===== src/rtl/seg_pkg.sv =====
`default_nettype none
// +--------------------------------------------------------------------------+
// | seg_pkg                                                                  |
// | Shared seven-segment decode table and polarity/width helpers.            |
// | Revision: 1.0                                                            |
// +--------------------------------------------------------------------------+
package seg_pkg;

    // Active-high {g,f,e,d,c,b,a} patterns for hex 0..F.
    localparam logic [6:0] HEX7SEG [16] = '{
        7'h3F, 7'h06, 7'h5B, 7'h4F, 7'h66, 7'h6D, 7'h7D, 7'h07,
        7'h7F, 7'h6F, 7'h77, 7'h7C, 7'h39, 7'h5E, 7'h79, 7'h71
    };

    function automatic logic [7:0] SEG_OFF(input logic active_low);
        return active_low ? 8'hFF : 8'h00;
    endfunction

    // Wide enough for the largest digit count; callers slice to DIGITS.
    function automatic logic [15:0] AN_OFF(input logic active_low);
        return active_low ? 16'hFFFF : 16'h0000;
    endfunction

    function automatic int calc_ch_w(input int ch);
        return (ch <= 2) ? 1 : $clog2(ch);
    endfunction

endpackage
`default_nettype wire


===== src/rtl/hex7seg.sv =====
`default_nettype none
// +--------------------------------------------------------------------------+
// | hex7seg                                                                  |
// | Combinational nibble to active-high seven-segment decode.                |
// | Revision: 1.0                                                            |
// +--------------------------------------------------------------------------+
module hex7seg
    import seg_pkg::*;
(
    input  logic [3:0] nibble,
    output logic [6:0] seg
);

    assign seg = HEX7SEG[nibble];

endmodule
`default_nettype wire


===== src/rtl/seg_scan_mux.sv =====
`default_nettype none
// +--------------------------------------------------------------------------+
// | seg_scan_mux                                                             |
// | Channel-selectable, frame-latched multiplexed seven-segment scanner.     |
// | Revision: 1.0                                                            |
// +--------------------------------------------------------------------------+
module seg_scan_mux
    import seg_pkg::*;
#(
    parameter  int DIGITS     = 8,
    parameter  int CH         = 8,
    parameter  int SCAN_DIV   = 100000,
    parameter  int BLANK_CYC  = 2,
    parameter  int ACTIVE_LOW = 1,
    localparam int CH_W       = calc_ch_w(CH)
)(
    input  logic                   clk,
    input  logic                   rst,
    input  logic [CH*DIGITS*4-1:0] ch_data,
    input  logic [CH_W-1:0]        ch_sel,
    input  logic                   freeze,
    input  logic                   blank_lz,
    input  logic [DIGITS-1:0]      dp_mask,
    output logic [DIGITS-1:0]      AN,
    output logic [7:0]             SEG,
    output logic                   frame_done
);

    localparam int              c_dw          = DIGITS * 4;
    localparam int              c_pre_w       = $clog2(SCAN_DIV);
    localparam int              c_dig_w       = (DIGITS > 1) ? $clog2(DIGITS) : 1;
    localparam logic            c_pol         = (ACTIVE_LOW != 0);
    localparam logic [7:0]      c_seg_off     = SEG_OFF(c_pol);
    localparam logic [15:0]     c_an_off_full = AN_OFF(c_pol);
    localparam logic [DIGITS-1:0] c_an_off    = c_an_off_full[DIGITS-1:0];

    logic [c_pre_w-1:0] r_pre;
    logic [c_dig_w-1:0] r_dig;
    logic [c_dw-1:0]    r_snap;
    logic               r_load_pend;
    logic [DIGITS-1:0]  r_an;
    logic [7:0]         r_seg;
    logic               r_frame_done;

    logic               w_tick;
    logic               w_wrap;
    logic [c_dw-1:0]    w_sel_data;
    logic [DIGITS-1:0]  w_lz_off;
    logic [3:0]         w_nib;
    logic [6:0]         w_hex;
    logic               w_lit;
    logic [DIGITS-1:0]  w_an_hi;
    logic [7:0]         w_seg_hi;

    assign w_tick = (r_pre == c_pre_w'(SCAN_DIV - 1));
    assign w_wrap = w_tick && (r_dig == c_dig_w'(DIGITS - 1));

    // Out-of-range selects fall through to all-zero data.
    always_comb begin
        w_sel_data = '0;
        for (int k = 0; k < CH; k++) begin
            if (ch_sel == CH_W'(k)) begin
                w_sel_data = ch_data[k*c_dw +: c_dw];
            end
        end
    end

    // Walk from the most significant digit down, tracking "all zero so far".
    always_comb begin
        logic w_zero_above;
        w_zero_above = 1'b1;
        w_lz_off     = '0;
        for (int i = DIGITS - 1; i >= 0; i--) begin
            w_zero_above = w_zero_above & (r_snap[4*i +: 4] == 4'h0);
            if (i != 0) begin
                w_lz_off[i] = blank_lz & w_zero_above;
            end
        end
    end

    assign w_nib = r_snap[4*int'(r_dig) +: 4];

    hex7seg u_hex7seg (
        .nibble (w_nib),
        .seg    (w_hex)
    );

    assign w_lit    = (r_pre >= c_pre_w'(BLANK_CYC)) && !w_lz_off[r_dig];
    assign w_seg_hi = w_lit ? {dp_mask[r_dig], w_hex} : 8'h00;

    always_comb begin
        w_an_hi = '0;
        for (int i = 0; i < DIGITS; i++) begin
            w_an_hi[i] = w_lit && (r_dig == c_dig_w'(i));
        end
    end

    always_ff @(posedge clk or posedge rst) begin
        if (rst) begin
            r_pre       <= '0;
            r_dig       <= '0;
            r_snap      <= '0;
            r_load_pend <= 1'b1;
        end else begin
            r_pre <= w_tick ? '0 : r_pre + 1'b1;
            if (w_tick) begin
                r_dig <= (r_dig == c_dig_w'(DIGITS - 1)) ? '0 : r_dig + 1'b1;
            end
            // First edge after reset always loads so the display never shows stale zeros.
            if (r_load_pend || (w_wrap && !freeze)) begin
                r_snap <= w_sel_data;
            end
            r_load_pend <= 1'b0;
        end
    end

    always_ff @(posedge clk or posedge rst) begin
        if (rst) begin
            r_an         <= c_an_off;
            r_seg        <= c_seg_off;
            r_frame_done <= 1'b0;
        end else begin
            r_an         <= w_an_hi ^ {DIGITS{c_pol}};
            r_seg        <= w_seg_hi ^ {8{c_pol}};
            r_frame_done <= w_wrap;
        end
    end

    assign AN         = r_an;
    assign SEG        = r_seg;
    assign frame_done = r_frame_done;

endmodule
`default_nettype wire

===== config.mk =====
export PLATFORM = sky130hd
export DESIGN_NAME = seg_scan_mux
export DESIGN_NICKNAME = d
export VERILOG_FILES = /design/src/rtl/seg_pkg.sv /design/src/rtl/hex7seg.sv /design/src/rtl/seg_scan_mux.sv
export SDC_FILE = /design/constraint.sdc
export NUM_CORES = 1
export LEC_CHECK = 0
export CORE_MARGIN = 2
export CORE_UTILIZATION = 43
export CTS_CLUSTER_DIAMETER = 120
export DETAILED_ROUTE_END_ITERATION = 16
export PLACE_DENSITY_LB_ADDON = 0.08
export SYNTH_ARGS = -nofsm -noshare
export SYNTH_HDL_FRONTEND = slang
export SYNTH_SLANG_ARGS = --single-unit

===== constraint.sdc =====
create_clock -name clk -period 4 [get_ports clk]
set_clock_uncertainty 0.05 [all_clocks]
set_input_delay 0.4 -clock clk [delete_from_list [all_inputs] [get_ports clk]]
set_output_delay 0.4 -clock clk [all_outputs]
set_load 0.01 [all_outputs]

==> flow_metrics.env <==
export IMPL_drt_iter0_markers=326
export IMPL_crit_fanout=18
export IMPL_final_max_slew_viol_count=0
export IMPL_wl_per_cell_um=20.6
export IMPL_remaining_drc_errors=0
export IMPL_cts_tree="yes"
export IMPL_cp_cell_sequence="mux4_2 > and2_1 > a21oi_2 > inv_1 > ha_1 > mux2_1 > mux2i_1 > nand2_1"
export IMPL_clock_path_buffers=2
export IMPL_syn_area_um2=5220
export IMPL_holdCritPathClass="reg -> reg"
export IMPL_hold_buffers=0
export IMPL_hpwl_mm=14.6
export IMPL_endpoint_kind="flop"
export IMPL_cpPeakStageDelay_ns=0.86
export IMPL_ir_worst_vdd_mv=0.198
export IMPL_critPathLaunch="r_dig[0]$_DFFE_PP0N_"
export IMPL_yosys_top_cells_count="mux4_2 (74), dfrtp_1 (53), nand2_1 (51), mux2i_1 (35), o21ai_0 (26)"
export IMPL_max_freq_mhz=343
export IMPL_synth_async_reset_ratio=1.00
export IMPL_grt_max_degree=50
export IMPL_drive_above_1_share=0.179
export IMPL_r2r_slack_ns=1.08
export IMPL_final_fill_count=883
export IMPL_yosys_area_top_type="mux4_2"
export IMPL_antenna_found_initial=0
export IMPL_required_ns=4.17
export IMPL_final_hold_viol_count=0
export IMPL_ctsHtreeMaxLevel=3
export IMPL_die_h_um=114
export IMPL_reg2reg_depth=8
export IMPL_cp_start_kind="flop"
export IMPL_ys_seq_area_frac=0.339
export IMPL_final_util=0.707
export IMPL_yosysWarnings=0
export IMPL_vias=4704
export IMPL_grt_pass1_wl_mm=26.8
export IMPL_max_slew_margin=0.247
export IMPL_synth_edf_count=0
export IMPL_cts_root_buf="clkbuf_16"
export IMPL_cts_repair_resized=0
export IMPL_leakage_nw=3.32
export IMPL_total_power_mw=2.21
export IMPL_synth_fp_nets=707
export IMPL_core_region_area_um2=11900
export IMPL_syn_to_final_growth_pct=61.3
export IMPL_yosys_register_bits=70
export IMPL_synth_top_area_share=0.319
export IMPL_ant_nets=0
export IMPL_place_inst=831
export IMPL_rsz0062_at_grt="no"
export IMPL_vias_per_cell=5.55
export IMPL_start_util=0.439
export IMPL_synth_distinct_cells=44
export IMPL_ys_top_cells_by_area="mux4_2 (32%), dfrtp_1 (25%), dfstp_2 (8.6%), mux2i_1 (6.7%), nand2_1 (3.7%)"
export IMPL_post_dp_cell_area_um2=8170
export IMPL_drt_pre_antenna_iters=4
export IMPL_grt_pass1_vias=5037
export IMPL_synthCells=423
export IMPL_endpoint="SEG[3]$_DFF_PP1_"
export IMPL_ioPinCount=288
export IMPL_clkSinkCount=70
export IMPL_portBuffers=287
export IMPL_worst_pin_slew_ns=1.13
export IMPL_worst_path_max_delay_cell="dfrtp_1"
export IMPL_drv_cap=0
export IMPL_fin_crit_sh=0.729
export IMPL_fin_ws_ns=1.08
export IMPL_arrival_ns=3.09
export IMPL_layout_min_cycle_time_ns=2.92
export IMPL_yosysMostFrequentCell="mux4_2"
export IMPL_insertion_delay_ns=0.33
export IMPL_whs_ns=0.439
export IMPL_criticalPathCategory="reg -> reg"
export IMPL_wl_mm=17.5
export IMPL_diodes=0
export IMPL_power_density_nw_per_um2=262
export IMPL_grt_use_total=0.270
export IMPL_cts_setup_buffers=0
export IMPL_avgSynthCellArea_um2=12.3
export IMPL_rows=40
export IMPL_clk_pin_slew_ns=0.06
export IMPL_nets=979
export IMPL_yosys_most_used_dff="dfrtp_1"
export IMPL_grt_overflow_total=0
export IMPL_r2r_start="r_dig[0]$_DFFE_PP0N_"
export IMPL_die_width_um=114
export IMPL_dieArea_um2=13000
export IMPL_status="finished, final reports clean"
export IMPL_fin_cells=847
export IMPL_setup_viol=0
export IMPL_r2r_end="SEG[3]$_DFF_PP1_"
export IMPL_dp_slack_ns=1.08
export IMPL_setup_tns_ns=0
export IMPL_gp_congestion=0.958
export IMPL_cts_buffers=9
export IMPL_final_area_um2=8430
[sequential cells by signal, indices dropped and copies added, names as in the netlist]
register	count
frame_done	1
AN	8
r_pre	17
r_load_pend	1
r_dig	3
r_snap	32
SEG	8
[layer usage]
metal / vias to the layer above / track usage / part of all wire
met4: 0 / 0.0805 / 0.023
met5: - / 0 / 0
met3: 29 / 0.0566 / 0.062
met2: 212 / 0.465 / 0.51
li1: 2185 / - / -
met1: 2278 / 0.345 / 0.41
[power by group]
part / internal [mW] / leakage, nW / switching (mW) / total [mW]
Combinational: 0.451 / 2.35 / 0.229 / 0.681
Sequential: 0.784 / 0.847 / 0.0467 / 0.831
Clock: 0.415 / 0.129 / 0.283 / 0.698
Total: 1.65 / 3.32 / 0.559 / 2.21
[critical path, delay by kind of cell (launching register included)]
kind                       cells  cell delay, ns
buffers and inverters          1            0.11
muxes                          3            1.04
DFF                            1            0.86
AOI/OAI and AO/OA              1            0.24
and+or+nand+nor                2            0.26
adders and majority gates      1            0.25
[cell usage in the layout (no fill, tap or decap), drive strengths merged, types with 12 or more instances in the layout]
cell type | netlist | routed
mux2i | 37 | 37
nand2 | 51 | 51
ha | 13 | 13
clkdlybuf4s50 | 0 | 284
nor2 | 16 | 16
mux4 | 74 | 74
dfstp | 17 | 17
o21ai | 37 | 37
nand3 | 12 | 12
dfrtp | 53 | 53
[logic make-up after synthesis]
family / Yosys count / share of synthesized area
and+or+nand+nor: 115 / 0.106
adders and majority gates: 13 / 0.0311
buffers and inverters: 43 / 0.0383
AOI/OAI and AO/OA: 55 / 0.0635
other: 1 / 0.000718
muxes: 113 / 0.399
DFF: 70 / 0.339
xor gates and xnor gates: 13 / 0.0218
[worst min path at each step]
stage / start / to / slack [ns] / cells past startpoint
6_report: r_snap[0]$_DFFE_PP0P_ / r_snap[0]$_DFFE_PP0P_ / 0.44 / 2
3_5_place_dp: r_snap[3]$_DFFE_PP0P_ / r_snap[3]$_DFFE_PP0P_ / 0.43 / 2
4_1_cts: r_snap[3]$_DFFE_PP0P_ / r_snap[3]$_DFFE_PP0P_ / 0.44 / 2
3_3_place_gp: r_snap[3]$_DFFE_PP0P_ / r_snap[3]$_DFFE_PP0P_ / 0.43 / 2
5_1_grt: r_snap[3]$_DFFE_PP0P_ / r_snap[3]$_DFFE_PP0P_ / 0.45 / 2
2_1_floorplan: r_snap[0]$_DFFE_PP0P_ / r_snap[0]$_DFFE_PP0P_ / 0.40 / 2
[final cells by class]
| cell class | instances | area, um2 | area share |
|---|---|---|---|
| clock buffers | 11 | 233 | 0.0276 |
| clock inverters | 5 | 27.5 | 0.00327 |
| inverters | 11 | 41.3 | 0.00490 |
| multi-input cells | 310 | 3260 | 0.387 |
| flip-flops and latches | 70 | 1770 | 0.210 |
| well taps | 147 | 184 | 0.0218 |
| repair buffers | 293 | 2910 | 0.345 |
No activity file was read; power rests on OpenSTA's default activity.
